<file path="src/rtl/button_pkg.sv">
// Shared constants and payload types for the button conditioner and press detector.
package button_pkg;

  localparam int unsigned N_BTN_DEF           = 4;
  localparam int unsigned DEBOUNCE_CYCLES_DEF = 1250000;
  localparam int unsigned CODE_W              = 2;

  typedef struct packed {
    logic              valid;
    logic [CODE_W-1:0] code;
    logic              multi;
  } press_evt_t;

endpackage

</file>
<file path="src/rtl/button_if.sv">
// Press event bus: per-channel next-cycle pulses in, summarised press event out.
interface button_if
  import button_pkg::*;
#(
  parameter int unsigned N_BTN = N_BTN_DEF
);

  logic [N_BTN-1:0] btn;
  press_evt_t       evt;

  modport master (output btn, input  evt);
  modport slave  (input  btn, output evt);

endinterface

</file>
<file path="src/rtl/button_detect.sv">
// Summarises the upcoming press pulses into valid/lowest-index/multiple flags, registered
// so they land in the same cycle as the pulses themselves.
module button_detect
  import button_pkg::*;
#(
  parameter int unsigned N_BTN = N_BTN_DEF
) (
  input logic     clk,
  input logic     clr_n,
  button_if.slave bus
);

  press_evt_t evt_q, evt_d;

  // Descending scan so the lowest set index is the one that sticks.
  always_comb begin
    evt_d       = '0;
    evt_d.valid = |bus.btn;
    evt_d.multi = |(bus.btn & (bus.btn - N_BTN'(1)));
    for (int i = int'(N_BTN) - 1; i >= 0; i--) begin
      if (bus.btn[i]) evt_d.code = CODE_W'(i);
    end
  end

  always_ff @(posedge clk or negedge clr_n) begin
    if (!clr_n) evt_q <= '0;
    else        evt_q <= evt_d;
  end

  assign bus.evt = evt_q;

endmodule

</file>
<file path="src/rtl/debounce_cell.sv">
// One button channel: two-flop synchronizer, stability counter, debounced level, press pulse.
module debounce_cell
  import button_pkg::*;
#(
  parameter int unsigned DEBOUNCE_CYCLES = DEBOUNCE_CYCLES_DEF
) (
  input  logic clk,
  input  logic clr_n,
  input  logic raw_i,
  output logic level_o,
  output logic pulse_o,
  output logic pulse_nxt_c_o
);

  localparam int unsigned CNT_W = $clog2(DEBOUNCE_CYCLES + 1);
  localparam logic [CNT_W-1:0] CNT_LAST = CNT_W'(DEBOUNCE_CYCLES - 1);

  logic             s1_q, s2_q;
  logic [CNT_W-1:0] cnt_q, cnt_d;
  logic             level_q, level_d;
  logic             pulse_q, pulse_d;

  // Any cycle where the synchronized input agrees with the level drops all accumulated credit.
  always_comb begin
    cnt_d   = '0;
    level_d = level_q;
    pulse_d = 1'b0;
    if (s2_q != level_q) begin
      if (cnt_q == CNT_LAST) begin
        level_d = s2_q;
        pulse_d = s2_q;
      end else begin
        cnt_d = cnt_q + CNT_W'(1);
      end
    end
  end

  always_ff @(posedge clk or negedge clr_n) begin
    if (!clr_n) begin
      s1_q    <= 1'b0;
      s2_q    <= 1'b0;
      cnt_q   <= '0;
      level_q <= 1'b0;
      pulse_q <= 1'b0;
    end else begin
      s1_q    <= raw_i;
      s2_q    <= s1_q;
      cnt_q   <= cnt_d;
      level_q <= level_d;
      pulse_q <= pulse_d;
    end
  end

  assign level_o       = level_q;
  assign pulse_o       = pulse_q;
  assign pulse_nxt_c_o = pulse_d;

endmodule

</file>
<file path="src/rtl/button_conditioner.sv">
// Debounces N_BTN raw buttons and reports accepted presses as aligned one-cycle events.
module button_conditioner
  import button_pkg::*;
#(
  parameter int unsigned DEBOUNCE_CYCLES = DEBOUNCE_CYCLES_DEF,
  parameter int unsigned N_BTN           = N_BTN_DEF
) (
  input  logic              clk,
  input  logic              clr_n,
  input  logic [N_BTN-1:0]  BTN_raw,
  output logic [N_BTN-1:0]  btn_level,
  output logic [N_BTN-1:0]  press_pulse,
  output logic              press_valid,
  output logic [CODE_W-1:0] press_code,
  output logic              press_multi
);

  logic [N_BTN-1:0] pulse_nxt_c;

  button_if #(.N_BTN(N_BTN)) evt_bus ();

  for (genvar g = 0; g < int'(N_BTN); g++) begin : g_cell
    debounce_cell #(
      .DEBOUNCE_CYCLES(DEBOUNCE_CYCLES)
    ) u_cell (
      .clk           (clk),
      .clr_n         (clr_n),
      .raw_i         (BTN_raw[g]),
      .level_o       (btn_level[g]),
      .pulse_o       (press_pulse[g]),
      .pulse_nxt_c_o (pulse_nxt_c[g])
    );
  end

  // Detector sees next-cycle pulses bit-for-bit so its registered flags align with press_pulse.
  assign evt_bus.btn = pulse_nxt_c;

  button_detect #(
    .N_BTN(N_BTN)
  ) u_detect (
    .clk   (clk),
    .clr_n (clr_n),
    .bus   (evt_bus.slave)
  );

  assign press_valid = evt_bus.evt.valid;
  assign press_code  = evt_bus.evt.code;
  assign press_multi = evt_bus.evt.multi;

endmodule

</file>
<file path="config.mk">
export PLATFORM = sky130hd
export DESIGN_NAME = button_conditioner
export DESIGN_NICKNAME = d
export VERILOG_FILES = /design/src/rtl/button_pkg.sv /design/src/rtl/button_if.sv /design/src/rtl/button_detect.sv /design/src/rtl/debounce_cell.sv /design/src/rtl/button_conditioner.sv
export SDC_FILE = /design/constraint.sdc
export NUM_CORES = 1
export LEC_CHECK = 0
export ABC_CLOCK_PERIOD_IN_PS = 5200
export CAP_MARGIN = 20
export CELL_PAD_IN_SITES_DETAIL_PLACEMENT = 1
export CELL_PAD_IN_SITES_GLOBAL_PLACEMENT = 2
export CORE_UTILIZATION = 43
export CTS_CLUSTER_DIAMETER = 80
export DETAILED_ROUTE_END_ITERATION = 10
export PLACE_DENSITY = 0.85
export SLEW_MARGIN = 20
export SYNTH_ARGS = -nofsm -noshare
export SYNTH_HDL_FRONTEND = slang
export SYNTH_SLANG_ARGS = --single-unit
</file>
<file path="constraint.sdc">
create_clock -name clk -period 5.2 [get_ports clk]
set_clock_uncertainty 0.05 [all_clocks]
set_input_delay 0.78 -clock clk [delete_from_list [all_inputs] [get_ports clk]]
set_output_delay 0.78 -clock clk [all_outputs]
set_load 0.01 [all_outputs]
</file>
# Word-level counts from Yosys, hierarchy flattened
# Cells that the tools add are included.
[classes] n_addsub=5 bitwise_logic=1 mux=20 n_reduce_logical=6 eq_ne=8
[ops] operator="two-way mux 21 bit" count=8
[ops] operator="adder 21 x 1 -> 21 bit, second input constant" count=4
[ops] operator="equality test 21 bit, second input constant" count=4
[ops] operator="two-way mux 1 bit" count=8
[ops] operator="two-way mux 2 bit" count=4
[ops] operator="AND reduction 2 bit" count=4
[ops] operator="OR reduction 4 bit" count=2
[ops] operator="bitwise AND 4 bit" count=1
[ops] operator="!= test 1 bit" count=4
[ops] operator="subtractor 4 x 1 -> 4 bit, second input constant" count=1
[totals] reg_bits=104 output_inout_bits=12 elab_cells=63 in_bits=6

# Logic depth before layout (Yosys ltp)
# Gate-level depths: netlist (run 1).
[logic_depth] depth_word=7 ltp_mapped=7 depth_no_buf=6

# Cells and area by module
# Synthesis (run 1) repeated with hierarchy kept, for this count alone.
[unflattened] cells_unflattened=494 hier_area_um2=4962.3
[modules_own_cells] module="debounce_cell" instances=4 seq_area_each_um2=625.6 area_per_inst_um2=1203.7 cells_per_inst=120
[modules_own_cells] module="button_detect" instances=1 seq_area_each_um2=100.1 area_per_inst_um2=147.6 cells_per_inst=14

# Least setup slack after synthesis (run 1)
# OpenSTA, ideal clock, no wires.
[synth_path] path_type="register to register" from="reg g_cell[0].u_cell.cnt_q[0]" to="reg u_detect.evt_q (netlist bit u_detect.bus.evt[1])" arrival_time_ns=1.752 path_slack_ns=3.279 n_path_buf=0 required_time_ns=5.031 setup_ns=0.119 synth_period_minus_slack_ns=1.921 stages_incl_launch_ff=6 path_cell_list="dfrtp_1 -> ha_1 -> nand3_2 -> or4_4 -> nor4b_4 -> o21ba_1"
[synth_rtl] item="start, declared" line="debounce_cell.sv:19" rtl="logic [CNT_W-1:0] cnt_q, cnt_d;"
[synth_rtl] item="start signal, assigned" line="debounce_cell.sv:48" rtl="cnt_q <= cnt_d;"
[synth_rtl] item="end signal, assigned" line="button_detect.sv:27" rtl="else evt_q <= evt_d;"
[synth_rtl] item="end, declared" line="button_detect.sv:13" rtl="press_evt_t evt_q, evt_d;"

# Worst setup path in the final report (run 1)
[layout_path] from="reg g_cell[0].u_cell.level_q" to="out btn_level[0]"
[layout_rtl] item="start, declared" line="debounce_cell.sv:20" rtl="logic level_q, level_d;"
[layout_rtl] item="start signal, assigned" line="debounce_cell.sv:49" rtl="level_q <= level_d;"
[layout_rtl] item="end, declared" line="button_conditioner.sv:11" rtl="output logic [N_BTN-1:0] btn_level,"
# No word-level cell between the ends.

==> results.cfg, run 1 <==
[floorplanning]
die_area_sq_mm = 0.01171
core_area_sq_mm = 0.01094
rows = 38
initial_core_util_pct = 44.36
die_x_um = 108.2
ioPinCount = 18
die_h_um = 108.2

[detailed_routing]
via_per_inst = 5.326
routedWlPerCell_um = 15.77
drt_iter0_drc = 130
vias = 3398
drt_wl_total_um = 10060
drc = 0
firstDrtPassIters = 4
antenna_left = 0

[clocking]
clockBufferDepth = 2
numClockSinks = 104
clk-insertion-delay-late_ns = 0.35
htreeDepth = 3
post-cts-setup-buffers = 0
path_clk_slew_ns = 0.07
hold_buffers = 0
cts_buffers = 9
cts.repair.resized = 0
root_buffer = clkbuf_16
cts_tree = done

[setup_path]
crit_path_max_fanout = 4
crit_family = buffers and inverters
worst_path_max_delay_cell = clkdlybuf4s50_1
start_kind = flop
worst_ep_required_time_ns = 4.37
max_stage_delay_ns = 0.59
worst-path-buf-inv = 1
cp.arrival_ns = 1.42
crit_path_cell_trace = clkdlybuf4s50_1
endpoint_kind = output port
worstSetupPathType = reg -> out

[min_path]
hold_path_class = reg -> reg

[flow_run]
drv_cap = 0

[placed_design]
place.gp.congestion = 0.7267
numPortBuffers = 17
placed_cell_area_sq_mm = 0.005131
dp_hpwl_um = 6860
dpl.cell_count = 623

[sta]
min_period_ns = 2.247
totalNegativeSetupSlack_ns = 0
worstMarginPinSlew_ns = 0.9850
fmax_ghz = 0.4450
slew-limit-headroom_pct = 33.73
hold_slack_ns = 0.2978
finalCritPeriodShare_pct = 43.21
finalSetupViolCount = 0
finalMaxSlewViolations = 0
rsz0062_at_grt = no
hold_violations = 0

[power_and_ir_drop]
peakVddDrop_uv = 249.1
power_mw = 1.515
powerDensity_mw_per_mm2 = 280.2
leakage_nw = 2.231

[grt]
overflow = 0
grt_pass1_wl_um = 17690
antenna_found_initial = 0
track_usage_pct = 19.70
grt_pass1_vias = 3600
grt_max_degree = 59

[logic_synthesis]
synth.distinct_cells = 38
syn_area_sq_mm = 0.004851
syn_inst = 478
yosys_warnings = 0
yosysSeqAreaShare_pct = 53.65
syn-num-nets = 488
synth.avg_cell_area_sq_um = 10.15
synth_seq_cells = 104

[finish]
stdcell_area_sq_mm = 0.005405
antenna_cells = 0
fin_nets = 504
layout.cells.most_common_list = dfrtp_1, nor2_1, xnor2_1
layout.cells.non_filler = 638
area_growth_pct = 11.43
fillerInstances = 1205
drive_gt1_share_pct = 6.024
final_common_cell = dfrtp_1

[status]
status = completed
## flip-flops by register name, summed over array words and instances (netlist names)
register               count
u_detect.bus.evt           4
g_cell.u_cell.pulse_o      4
g_cell.u_cell.level_o      4
g_cell.u_cell.cnt_q       84
g_cell.u_cell.s2_q         4
g_cell.u_cell.s1_q         4
## through the flow
stage / worst slack [ns] / util, %
after floorplan: 3.279 / -
after global placement: 3.107 / 46.92
after detailed placement: 3.055 / 46.92
after CTS: 2.946 / 49.43
after global routing: 2.825 / 49.43
final: 2.953 / 49.43
## path summary, 6_finish.rpt
| path | start | to | slack [ns] | cells past startpoint |
|---|---|---|---|---|
| max in group asynchronous | clr_n | g_cell[3].u_cell.cnt_q[15]$_DFF_PN0_ | 3.57 | 2 |
| worst min register to register | g_cell[1].u_cell.s1_q$_DFF_PN0_ | g_cell[1].u_cell.s2_q$_DFF_PN0_ | 0.30 | 0 |
| worst max-delay path | g_cell[0].u_cell.level_o$_DFFE_PN0P_ | btn_level[0] | 2.95 | 1 |
| worst min-delay path | g_cell[1].u_cell.s1_q$_DFF_PN0_ | g_cell[1].u_cell.s2_q$_DFF_PN0_ | 0.30 | 0 |
| min in group asynchronous | clr_n | g_cell[3].u_cell.cnt_q[3]$_DFF_PN0_ | 0.43 | 1 |
| worst max register to register | g_cell[1].u_cell.cnt_q[4]$_DFF_PN0_ | g_cell[1].u_cell.cnt_q[20]$_DFF_PN0_ | 3.01 | 5 |
## per-layer routing
metal | part of all wire, % | up-vias | global-route usage (%)
met5 | 0 | - | 0
met4 | 1.2 | 0 | 5.577
met3 | 3.1 | 11 | 5.907
met2 | 48 | 27 | 32.26
met1 | 47 | 1720 | 25.22
li1 | - | 1640 | -
## power breakdown
group	switching [mW]	total, mW	internal (mW)
Clock	0.291	0.638	0.347
Sequential	0.00945	0.829	0.819
Combinational	0.0345	0.0483	0.0139
Total	0.335	1.51	1.18
## synthesized netlist by cell type, drive strengths merged
master   instances  area share [%]
nand4bb          1            0.23
dfrtp          104              54
o31ai            1            0.15
nor4b            6             1.4
or3              5            0.64
nor3            15             1.5
nand4           20             2.6
clkbuf           6            0.46
nor3b            1            0.15
xnor2           45             8.1
inv             17             1.3
ha               4             1.0
nor4            14             2.1
xor2            31             5.6
nor2            98             7.6
and4b            1            0.21
o21ai            8            0.83
nor4bb           2            0.41
and2             4            0.52
or2              3            0.39
a211oi           2            0.31
and3b            1            0.18
nand4b           3            0.54
nand2           28             2.2
o21ba            1            0.21
and4             6             1.1
a21oi            4            0.41
nand3b           1            0.15
nand3           21             2.3
nor2b            2            0.26
mux2             3            0.70
or4              1            0.23
and3             9             1.2
buf             10             1.4
## kinds of logic (layout without fill, tap and decap cells)
group / count (synthesis) / in the layout / synth area share [%]
buffers and inverters: 33 / 53 / 3.224
adders and majority gates: 4 / 4 / 1.032
muxes: 3 / 3 / 0.6964
DFF: 104 / 104 / 53.65
and+or+nand+nor: 242 / 242 / 25.77
AOI/OAI and AO/OA: 16 / 16 / 1.909
xor gates and xnor gates: 76 / 76 / 13.72
## final cells by class
cell class / instances / area, sq um / share of cell area (%)
sequential: 104 / 2603 / 48.15
multi-input combinational: 341 / 2092 / 38.70
clock buffer: 12 / 256.5 / 4.745
timing repair buffer: 21 / 197.7 / 3.657
tap: 140 / 175.2 / 3.241
inverter: 17 / 63.81 / 1.181
clock inverter: 3 / 17.52 / 0.3241
Note: power is estimated with default switching activity, not from simulation.
==> inputs of run 2 (changes only) <==
ABC_CLOCK_PERIOD_IN_PS = 2000   (was 5200)
CORE_UTILIZATION = 36   (was 43)
PLACE_DENSITY = 0.76   (was 0.85)
clock period = 2 ns   (was 5.2 ns; I/O delays follow)
==> run 2 against run 1 <==
Net effect: highest routed layer unchanged; wire length increased by 7.4%; critical endpoint is now u_detect.bus.evt[3]$_DFF_PN0_; setup slack got worse by 3.0 ns; the flow now finishes with violations (setup timing); sequential share of layout area decreased by 3.4 points; final cell count increased by 11%; hold slack improved by 0.0072 ns; register-to-register slack got worse by 3.0 ns; sequential cell count unchanged; critical path depth increased by 6; largest power group unchanged; die area increased by 19%; total power increased to 2.7 times the previous value.
==> results.cfg, run 2 (same netlist as run 1, synthesis figures left out) <==
[grt]
grt_use_met3_pct = 5.039
grtUsageMet1_pct = 21.80
overflow = 0
grt_max_degree = 35
grt_pass1_vias = 3755
top_usage_layer = met2
grt_pass1_wl_um = 18510
antenna_found_initial = 0
grt_util_met2_pct = 27.24
track_usage_pct = 16.84

[floorplanning]
die_x_um = 118.1
rows = 42
initial_core_util_pct = 36.78
die_area_sq_mm = 0.01394
core_area_sq_mm = 0.01319
die_h_um = 118.1
ioPinCount = 18

[clocking]
clockBufferDepth = 2
clk-insertion-delay-late_ns = 0.35
numClockSinks = 104
htreeDepth = 3
root_buffer = clkbuf_16
path_clk_slew_ns = 0.07
cts_buffers = 9
cts_tree = done

[finish]
largest_reg_flops = 84
final_common_cell = dfrtp_1
area_growth_pct = 19.84
fillerInstances = 1486
layout.cells.most_common_list = dfrtp_1, nor2_1, xnor2_1
fin_nets = 535
drive_gt1_share_pct = 13.21
layout.cells.non_filler = 706
max_flop_register = g_cell.u_cell.cnt_q
fin_util_pct = 44.07
antenna_cells = 0

[placed_design]
numPortBuffers = 17
dp_hpwl_um = 7355
dpl.cell_count = 678
place.gp.congestion = 0.7428

[sta]
setup_slack_ns = -0.03059
rsz0062_at_grt = yes
slew-limit-headroom_pct = 69.24
fmax_ghz = 0.4925
finalMaxSlewViolations = 0
finalCritPeriodShare_pct = 101.5
min_period_ns = 2.031
finalSetupViolCount = 4
hold_violations = 0
worstMarginPinSlew_ns = 0.4578
totalNegativeSetupSlack_ns = -0.06719

[setup_path]
worst_ep_required_time_ns = 2.24
crit_path_cell_trace = ha_2 -> nand3_2 -> or4_4 -> nor4b_4 -> buf_4 -> nor2_2 -> nand2_1
worst-path-buf-inv = 1
worstSetupPathType = reg -> reg
cp.arrival_ns = 2.27
start_kind = flop
endpoint_kind = flop
crit_family = simple AND/OR/NAND/NOR gates
crit_path_max_fanout = 5
max_stage_delay_ns = 0.57
worst_path_max_delay_cell = or4_4

[detailed_routing]
drt_iter0_drc = 193
antenna_left = 0
drt_wl_total_um = 10800
via_per_inst = 4.958
firstDrtPassIters = 4
routedWlPerCell_um = 15.30
drc = 0
vias = 3500

[status]
status = finished with violations
violations = setup timing

[flow_run]
drv_cap = 0

[power_and_ir_drop]
power_mw = 4.108
powerDensity_mw_per_mm2 = 706.7
peakVddDrop_uv = 459.1
leakage_nw = 2.420

[min_path]
hold_path_class = reg -> reg
run 2: final cells by class:
cell class	count	area [sq um]	share of cell area [%]
clock buffer	11	242.7	4.176
clock inverter	5	56.30	0.9686
inverter	17	63.81	1.098
multi-input combinational	341	2141	36.83
sequential	104	2603	44.77
tap	176	220.2	3.788
timing repair buffer	52	486.7	8.373
run 2: layer usage:
metal | wire, um | up-vias | part of all wire, %
met2 | 5304 | 34 | 49
met5 | 0 | - | 0
met3 | 349 | 10 | 3.2
met4 | 121 | 0 | 1.1
li1 | - | 1703 | -
met1 | 5027 | 1753 | 47
run 2: power breakdown:
part	switching [mW]	internal, mW	leakage [nW]
sequential	0.0252	2.13	1.42
combinational	0.101	0.0678	0.850
clock	0.781	1.00	0.145
total	0.907	3.20	2.42
run 2: worst reg2reg max path, delay by kind of cell (launching register included):
family	cells	cell delay, ns
flip-flops	1	0.37
adder cells (fa/ha/maj)	1	0.20
buffers and inverters	1	0.20
AND/OR/NAND/NOR	5	1.15
run 2: final timing paths:
path | startpoint | endpoint | slack, ns | cells past startpoint
min | g_cell[1].u_cell.s1_q$_DFF_PN0_ | g_cell[1].u_cell.s2_q$_DFF_PN0_ | 0.31 | 0
max in group asynchronous | clr_n | g_cell[0].u_cell.cnt_q[5]$_DFF_PN0_ | 0.97 | 3
max reg2reg | g_cell[0].u_cell.cnt_q[0]$_DFF_PN0_ | u_detect.bus.evt[3]$_DFF_PN0_ | -0.03 | 7
max | g_cell[0].u_cell.cnt_q[0]$_DFF_PN0_ | u_detect.bus.evt[3]$_DFF_PN0_ | -0.03 | 7
min in group asynchronous | clr_n | g_cell[3].u_cell.cnt_q[16]$_DFF_PN0_ | 0.35 | 2
min reg2reg | g_cell[1].u_cell.s1_q$_DFF_PN0_ | g_cell[1].u_cell.s2_q$_DFF_PN0_ | 0.31 | 0
run 2: what timing repair did:
action,CTS,global route
setup buffers,3,8
hold buffers,1,0
pin swaps,4,7
endpoints found under the setup margin,2,10
resized for setup,3,8
endpoints found under the hold margin,22,0
run 2: through the flow:
| stage | area [sq um] | hold slack (ns) | worst slack (ns) |
|---|---|---|---|
| global placement | 5369 | 0.1953 | 0.02800 |
| floorplan | 4851 | -0.04559 | 0.07932 |
| CTS | 5714 | 0.3035 | 0.01793 |
| finish | 5813 | 0.3051 | -0.03059 |
| detailed placement | 5369 | 0.1957 | -0.06084 |
| global route | 5813 | 0.3220 | -0.1171 |
==> inputs of run 3 (changes only) <==
ABC_CLOCK_PERIOD_IN_PS = 1700   (was 2000)
clock period = 1.7 ns   (was 2 ns; I/O delays follow)
==> run 3 against run 2 <==
Net effect: highest routed layer unchanged; hold slack got worse by 0.018 ns; combinational power rose by 31%; final cell count up 7.1%; core utilization rose by 4.1 points; final area up 9.4%; setup slack got worse by 0.14 ns; non-clock buffer count grew 50; total power is 19% higher; sequential cell count unchanged; first-iteration DRC count shrank 24%; the flow still finishes with violations (setup timing); sequential power up 17%.
==> results.cfg, run 3 (same netlist as run 1, synthesis figures left out) <==
[setup_path]
worst_ep_required_time_ns = 1.88
max_stage_delay_ns = 0.58
worst_path_max_delay_cell = or4_4
worst-path-buf-inv = 1
crit_family = simple AND/OR/NAND/NOR gates
endpoint_kind = flop
crit_path_max_fanout = 4
crit_path_cell_trace = nand4bb_1 -> or4_4 -> nor4b_4 -> buf_4 -> nor3_1
start_kind = flop
worstSetupPathType = reg -> reg
cp.arrival_ns = 2.06

[sta]
totalNegativeSetupSlack_ns = -3.317
worstMarginPinSlew_ns = 0.3956
rsz0062_at_grt = yes
finalSetupViolCount = 27
min_period_ns = 1.875
slew-limit-headroom_pct = 73.38
setup_slack_ns = -0.1753
fmax_ghz = 0.5332
finalCritPeriodShare_pct = 110.3
hold_slack_ns = 0.2869
hold_violations = 0
finalMaxSlewViolations = 0

[placed_design]
place.gp.congestion = 0.7581
placed_cell_area_sq_mm = 0.005839
dp_hpwl_um = 7740
numPortBuffers = 17
place_ws_ns = -0.1676

[min_path]
hold_path_class = in -> async

[floorplanning]
ioPinCount = 18
die_x_um = 118.1
rows = 42
initial_core_util_pct = 36.78
core_area_sq_mm = 0.01319
die_area_sq_mm = 0.01394
die_h_um = 118.1

[clocking]
numClockSinks = 104
root_buffer = clkbuf_16
cts_tree = done
cts_buffers = 9
htreeDepth = 3
clk-insertion-delay-late_ns = 0.35
clockBufferDepth = 2
path_clk_slew_ns = 0.07

[finish]
layout.cells.most_common_list = dfrtp_1, nor2_1, buf_4
largest_reg_flops = 84
max_flop_register = g_cell.u_cell.cnt_q
final_common_cell = dfrtp_1
drive_gt1_share_pct = 24.66
fin_nets = 585
stdcell_area_sq_mm = 0.006359
area_growth_pct = 31.08
fin_util_pct = 48.21
antenna_cells = 0

[detailed_routing]
routedWlPerCell_um = 14.62
drc = 0
via_per_inst = 4.869
firstDrtPassIters = 4
vias = 3681
drt_iter0_drc = 147
drt_wl_total_um = 11050
antenna_left = 0

[grt]
antenna_found_initial = 0
track_usage_pct = 17.16
grt_pass1_vias = 3965
grt_pass1_wl_um = 18950
grt_max_degree = 48
overflow = 0

[flow_run]
drv_cap = 0

[power_and_ir_drop]
powerDensity_mw_per_mm2 = 767.1
peakVddDrop_uv = 580.3
leakage_nw = 2.720

[status]
status = finished with violations
violations = setup timing
-- run 3: changes by cell type in the layout (fill, tap and decap cells not counted), sizes merged --
cell	change
buf	+50
clkbuf	+3
clkinv	-3
-- run 3: cell type report --
| cell class | instances | area (sq um) |
|---|---|---|
| Tap cell | 176 | 220.2 |
| Multi-Input combinational cell | 341 | 2273 |
| Clock inverter | 2 | 37.54 |
| Sequential cell | 104 | 2605 |
| Clock buffer | 14 | 264.0 |
| Fill cell | 1489 | 6832 |
| Inverter | 17 | 63.81 |
| Timing Repair Buffer | 102 | 894.6 |
-- run 3: repair_timing --
action                     CTS  global route
setup buffers                2             3
gates cloned                 0             0
pin swaps                    2             9
hold buffers                 1             0
resized for setup           11            27
hold endpoints to repair    17             0
setup endpoints to repair   77            92
-- run 3: routing by layer --
metal | GRT usage, % | vias up | wire length, um
met3 | 4.603 | 14 | 251
met4 | 5.208 | 0 | 158
met2 | 29.56 | 24 | 5654
met5 | 0 | - | 0
met1 | 20.86 | 1849 | 4989
li1 | - | 1794 | -
-- run 3: worst paths after layout --
check / slack (ns) / startpoint / end / cells past startpoint
worst max-delay path: -0.18 / g_cell[0].u_cell.cnt_q[11]$_DFF_PN0_ / u_detect.bus.evt[2]$_DFF_PN0_ / 5
worst min-delay path: 0.29 / clr_n / g_cell[1].u_cell.cnt_q[11]$_DFF_PN0_ / 2
worst max register to register: -0.18 / g_cell[0].u_cell.cnt_q[11]$_DFF_PN0_ / u_detect.bus.evt[2]$_DFF_PN0_ / 5
worst min register to register: 0.30 / g_cell[1].u_cell.s1_q$_DFF_PN0_ / g_cell[1].u_cell.s2_q$_DFF_PN0_ / 0
max in group asynchronous: 0.75 / clr_n / g_cell[0].u_cell.cnt_q[9]$_DFF_PN0_ / 3
min in group clk: 0.29 / BTN_raw[0] / g_cell[0].u_cell.s1_q$_DFF_PN0_ / 1
-- run 3: power breakdown --
| part | total, mW | internal (mW) | switching [mW] | leakage, nW |
|---|---|---|---|---|
| sequential | 2.53 | 2.51 | 0.0258 | 1.42 |
| combinational | 0.221 | 0.0943 | 0.126 | 1.16 |
| clock | 2.13 | 1.23 | 0.900 | 0.143 |
-- run 3: per-stage QoR --
step,power (mW),std cells
detailed placement,2.797,734
finish,4.878,756
global route,5.078,756
global placement,2.788,734
CTS,4.969,753
floorplan,2.650,478
